**src/rtl/booth_mul_seq.sv**
```systemverilog
// Sequential radix-2 Booth signed multiplier.
// Drives an N+1-bit add/subtract unit, one Booth step per cycle.

module Add_Sub_Nbit #(
  parameter int N = 33
) (
  input  logic [N-1:0] A,
  input  logic [N-1:0] B,
  input  logic         k,
  output logic [N:0]   S
);

  // k=1 turns B into its two's complement: A + ~B + 1
  assign S = {1'b0, A}
           + {1'b0, B ^ {N{k}}}
           + {{N{1'b0}}, k};

endmodule

module booth_mul_seq #(
  parameter int N = 32
) (
  input  logic           clk,
  input  logic           reset,
  input  logic           start,
  input  logic [N-1:0]   mcand,
  input  logic [N-1:0]   mplier,
  output logic           busy,
  output logic           done,
  output logic [2*N-1:0] product
);

  localparam int CW = $clog2(N + 1);

  typedef enum logic [1:0] {
    IDLE,
    CALC,
    DONE
  } state_t;

  state_t state, state_nx;

  logic [N:0]    m_q;
  logic [N:0]    a_q;
  logic [N-1:0]  q_q;
  logic          q_m1;
  logic [CW-1:0] count;

  logic          add_op;
  logic          sub_op;
  logic [N+1:0]  sum;
  logic [N:0]    t_val;
  logic [N:0]    a_sh;
  logic [N-1:0]  q_sh;
  logic          last;
  logic          unused_carry;

  assign add_op = ~q_q[0] & q_m1;
  assign sub_op = q_q[0] & ~q_m1;

  Add_Sub_Nbit #(
    .N (N + 1)
  ) u_addsub (
    .A (a_q),
    .B (m_q),
    .k (sub_op),
    .S (sum)
  );

  assign unused_carry = sum[N+1];

  // Booth select: take the adder result on 01/10, pass A on 00/11
  always_comb begin
    t_val = a_q;
    unique case (1'b1)
      add_op,
      sub_op:  t_val = sum[N:0];
      default: ;
    endcase
  end

  assign a_sh = {t_val[N], t_val[N:1]};
  assign q_sh = {t_val[0], q_q[N-1:1]};
  assign last = (count == CW'(1));

  // State register
  always_ff @(posedge clk or posedge reset) begin
    if (reset) state <= IDLE;
    else       state <= state_nx;
  end

  // Next-state logic
  always_comb begin
    state_nx = state;
    unique case (state)
      IDLE:    if (start) state_nx = CALC;
      CALC:    if (last)  state_nx = DONE;
      DONE:    state_nx = IDLE;
      default: state_nx = IDLE;
    endcase
  end

  // Output decode
  always_comb begin
    busy = (state == CALC);
  end

  // Datapath: capture on accept, shift each CALC cycle
  always_ff @(posedge clk or posedge reset) begin
    if (reset) begin
      m_q     <= '0;
      a_q     <= '0;
      q_q     <= '0;
      q_m1    <= 1'b0;
      count   <= '0;
      product <= '0;
      done    <= 1'b0;
    end else begin
      done <= (state == DONE);
      unique case (state)
        IDLE: begin
          if (start) begin
            m_q   <= {mcand[N-1], mcand};
            q_q   <= mplier;
            a_q   <= '0;
            q_m1  <= 1'b0;
            count <= CW'(N);
          end
        end
        CALC: begin
          a_q   <= a_sh;
          q_q   <= q_sh;
          q_m1  <= q_q[0];
          count <= count - CW'(1);
          if (last) product <= {a_sh[N-1:0], q_sh};
        end
        default: ;
      endcase
    end
  end

endmodule

```
**config.mk**
```make
export PLATFORM = sky130hd
export DESIGN_NAME = booth_mul_seq
export DESIGN_NICKNAME = d
export VERILOG_FILES = /design/src/rtl/booth_mul_seq.sv
export SDC_FILE = /design/constraint.sdc
export NUM_CORES = 1
export LEC_CHECK = 0
export CAP_MARGIN = 15
export CORE_MARGIN = 2
export CORE_UTILIZATION = 50
export CTS_BUF_LIST = sky130_fd_sc_hd__clkbuf_4 sky130_fd_sc_hd__clkbuf_8 sky130_fd_sc_hd__clkbuf_16
export CTS_CLUSTER_SIZE = 28
export DETAILED_ROUTE_END_ITERATION = 12
export PLACE_DENSITY = 0.77
export SLEW_MARGIN = 20
export SYNTH_ARGS = -nofsm -noshare
export SYNTH_HDL_FRONTEND = slang
export SYNTH_HIERARCHICAL = 1
export SYNTH_SLANG_ARGS = --single-unit
```
**constraint.sdc**
```tcl
create_clock -name clk -period 5.7 [get_ports clk]
set_input_delay 1.14 -clock clk [delete_from_list [all_inputs] [get_ports clk]]
set_output_delay 1.14 -clock clk [all_outputs]
set_load 0.01 [all_outputs]
```
Word level (Yosys, flattened, before mapping)
Index checks and enable logic that the tools add are counted. W data, S select, Z words.

Flip-flop bits (word level): 171. Input port bits: 67. Output and inout bits: 66. Word-level logic and storage cells: 40.

Add/sub/neg operators: 3. Eq/ne operators: 5. Multiplexer cells: 12. Bitwise gates (word level): 5. Reduce and logical (&&, ||, !) cells: 7.

Operators with widths (number): $mux W33 (2); $pmux W33 S2 (1); $pmux W32 S2 (1); $add A33 B1 Y33 (1); $add A33 B33 Y33 (1); $xor A33 B33 Y33 (1); $mux W32 (1); $pmux W6 S2 (1); $reduce_and A2 Y1 (4); $eq A6 B1 Y1 const B (1); $mux W6 (1); $sub A6 B1 Y6 const B (1); $mux W2 (2); $pmux W2 S2 (1); $and A1 B1 Y1 (2); $eq A2 B1 Y1 const B (1); $eq A2 B2 Y1 const B (1); $logic_not A2 Y1 (1); $ne A2 B1 Y1 const B (1); $ne A2 B2 Y1 const B (1); $not A1 Y1 (2); $pmux W1 S2 (1); $reduce_bool A2 Y1 (1); $reduce_or A2 Y1 (1); $mux W1 (1).

Depth between registers and ports, before layout
Word-level depth: 7. Mapped depth: 17.

Cells and area by module
Netlist, hierarchy kept.

Modules (own cells, without submodules): booth_mul_seq (instances 1, cells an instance 658, area an instance 7320.8 um^2); Add_Sub_Nbit (instances 1, cells an instance 306, area an instance 2209.6 um^2).

Worst setup path after synthesis
Ideal clock, no wire load.

Path kind: reg2reg. From: register q_m1. To: register product[63]. Library setup time: 0.125 ns. Data arrival time: 3.293 ns. Setup slack: 2.282 ns. Stages on the path, launching flop included: 17. Path buffers: 2. Clock period less this slack: 3.418 ns. Path through: dfrtp_1 > inv_1 > ha_1 > buf_6 > clkbuf_1 > xor2_1 > fa_1 > a21o_1 > a221o_1 > a21o_1 > o211ai_1 > nand3_1 > a21oi_1 > xnor2_1 > nand2b_1 > nand2_1 > mux2_2.

Cells in the longest elaborated chain, start to end: 6. Elaborated cells on any way between the ends: 8.

Ends and longest elaborated chain: start, declared (line 46) `logic q_m1;`; start signal, assigned (line 133) `q_m1 <= q_q[0];`; $not A1 Y1 * (line 59) `assign sub_op = q_q[0] & ~q_m1;`; $and A1 B1 Y1 * (line 59); net sub_op (line 50) `logic sub_op;`; $xor A33 B33 Y33 (line 15) `+ {1'b0, B ^ {N{k}}}`; $add A33 B33 Y33 (line 15); $add A33 B1 Y33 * (line 16) `+ {{N{1'b0}}, k};`; net sum[32] (line 51) `logic [N+1:0] sum;`; $mux W33 * (line 75) `unique case (1'b1)`; end signal, assigned (line 135) `if (last) product <= {a_sh[N-1:0], q_sh};`; end, declared (line 30) `output logic [2*N-1:0] product`.

The timed path passes the listed nets; every way through them passes the cells marked *. A chain may end at the register's enable or synchronous reset.

Final worst setup path
From: register q_m1. To: register a_q[27].

Cells in the longest elaborated chain, start to end: 7. Elaborated cells on any way between the ends: 9.

Ends and longest elaborated chain: $not A1 Y1 * (line 59); $and A1 B1 Y1 * (line 59); net sub_op (line 50); $xor A33 B33 Y33 (line 15); $add A33 B33 Y33 (line 15); $add A33 B1 Y33 * (line 16); net sum[28] (line 51); $mux W33 * (line 75); $pmux W33 S2 * (line 120) `unique case (state)`; end signal, assigned (line 131) `a_q <= a_sh;`; end, declared (line 44) `logic [N:0] a_q;`.

Marked as above.

==> flow_metrics.tcl <==
set metrics [dict create \
    hold_class "flip-flop to flip-flop" \
    grt_pass1_vias 7314 \
    drcViolationCount 0 \
    vias_per_cell 5.65 \
    fin_setup_tns_ns 0 \
    endpoint_kind "flip-flop" \
    cts.sinks 170 \
    setup_viol 0 \
    die-width_um 142 \
    antenna_found_initial 0 \
    cts_resized 0 \
    grt.met3_usage_pct 4.15 \
    worstReg2RegEnd "a_q[27]" \
    cts_post_setup_buffers_inserted 0 \
    min_period_ns 3.98 \
    hold_violations 0 \
    tritoncts "yes" \
    total_power_uw 8290 \
    clk_path_buf_depth 2 \
    ctsHoldBuffers 0 \
    crit_required_ns 6.04 \
    leakage_uw 0.00557 \
    vdd_drop_max_uv 272 \
    die_area_um2 20100 \
    synthCells 956 \
    start_kind "flip-flop" \
    gp_congestion 0.902 \
    maxClockFrequency_mhz 251 \
    dp_hpwl_um 14700 \
    drive_gt1_share_pct 10.0 \
    fin_crit_sh_pct 69.9 \
    worstPathArrival_ns 4.33 \
    slew_violations 0 \
    cts_root_buf "clkbuf_16" \
    rsz0062_at_grt "no" \
    syn-num-nets 1059 \
    final_nets 1166 \
    yosysWarnings 6 \
    path_max_fanout 33 \
    top_usage_layer "met2" \
    htree_levels 4 \
    grt_use_met2_pct 35.6 \
    worst_r2r_path_depth 13 \
    finalNonFillerCells 1310 \
    relSlewSlack_pct 30.9 \
    p_per_area_nw_per_um2 719 \
    coreArea_um2 18600 \
    boundaryPins 133 \
    grt_pass1_wl_um 36900 \
    met1_usage_pct 31.7 \
    overflow 0 \
    crit_start "q_m1" \
    insertion_delay_ns 0.43 \
    dp.cells 1278 \
    worstReg2RegStart "q_m1" \
    drt-initial-drc-count 465 \
    cts_buffers 17 \
    crit_type "flip-flop to flip-flop" \
    drt_wl_total_um 22100 \
    whs_ns 0.501 \
    rrSetupSlack_ns 1.72 \
    port_buffers 132 \
    status "completed" \
    chipHeight_um 142 \
    start_util_pct 50.9 \
    dr.pass1.iters 5 \
    grt_max_degree 171 \
    antenna_cells 0 \
    hp-start "m_q[30]" \
    ant_nets 0 \
    cp-endpoint "a_q[27]" \
    std_cell_rows 50 \
    synthesis.area_um2 9490 \
    worstMarginPinSlew_ns 1.04 \
    drv_cap 0 \
    clkSlewWorstSetupHoldPaths_ns 0.06 \
    vias 7401 \
    synth.avg_cell_area_um2 9.92 \
    holdPathStages 2 \
    skew_ns 0.00903 \
    fill_cells 1553 \
    routedWlPerCell_um 16.9 \
    syn2layout_area_growth_pct 21.5 \
    track_usage_pct 22.8 \
]
==> worst max-delay path, stage by stage (launching register included) <==
cell	delay, ns
dfrtp_1	0.37
inv_1	0.06
ha_2	0.86
xor2_1	0.16
ha_1	0.42
and2_1	0.21
and3_1	0.19
and4_1	0.20
a2111oi_0	0.55
or2_2	0.25
o31a_1	0.18
xnor2_1	0.14
mux2i_1	0.11
o21ai_0	0.19
==> power by group <==
| group | switching, uW | internal [uW] |
|---|---|---|
| clock network | 514 | 618 |
| logic | 2650 | 2300 |
| registers | 433 | 1780 |
| total | 3600 | 4700 |
==> sequential cells by signal, summed over array words and instances (netlist names) <==
register	count
q_q	32
q_m1	1
count	6
a_q	32
state	2
product	64
done	1
m_q	32
==> through the flow <==
step	setup WS, ns	instance area (um^2)	utilization (%)
after floorplan	2.28	9490	-
after CTS	1.67	11500	61.8
final	1.72	11500	61.8
after global routing	1.37	11500	61.8
after global placement	1.86	11000	58.8
after detailed placement	1.69	11000	58.8
==> layout make-up <==
class / count / area [um^2] / area share, %
sequential: 170 / 4250 / 36.9
multi-input combinational: 693 / 4850 / 42.1
inverter: 39 / 150 / 1.30
clock buffer: 18 / 433 / 3.76
tap: 234 / 293 / 2.54
clock inverter: 14 / 135 / 1.17
timing repair buffer: 142 / 1410 / 12.2
==> layout by cell type (no fill, tap or decap), types with 3 or more instances in the layout <==
cell type        count
a21o_1              12
a21oi_1             65
a22o_1               7
a22oi_1             31
a31oi_1              3
and2_1               6
and4_1               4
buf_4                9
clkbuf_16           17
clkdlybuf4s50_1    132
clkinv_2             3
clkinvlp_4           3
dfrtp_1            170
ha_1                34
inv_1               37
inv_6                6
mux2_2              23
mux2_4              25
mux2i_1             52
nand2_1            151
nand2b_1             6
nand3_1             10
nand4_1              4
nor2_1              19
nor2b_1             32
nor3_1              12
o21a_1               4
o21ai_0             77
o21bai_1             7
xnor2_1             17
xor2_1              42
==> worst min path at each step <==
stage	to	slack, ns
after global placement	m_q[30]	0.48
after floorplan	m_q[10]	0.47
after CTS	m_q[30]	0.50
after detailed placement	m_q[30]	0.48
after global routing	m_q[30]	0.51
final	m_q[30]	0.50
==> metal layers <==
layer / vias to the layer above / wire [um]
li1: 3540 / -
met1: 3646 / 10400
met2: 179 / 10300
met3: 36 / 839
met4: 0 / 570
met5: - / 0
Note: power is estimated with default switching activity, not from simulation.
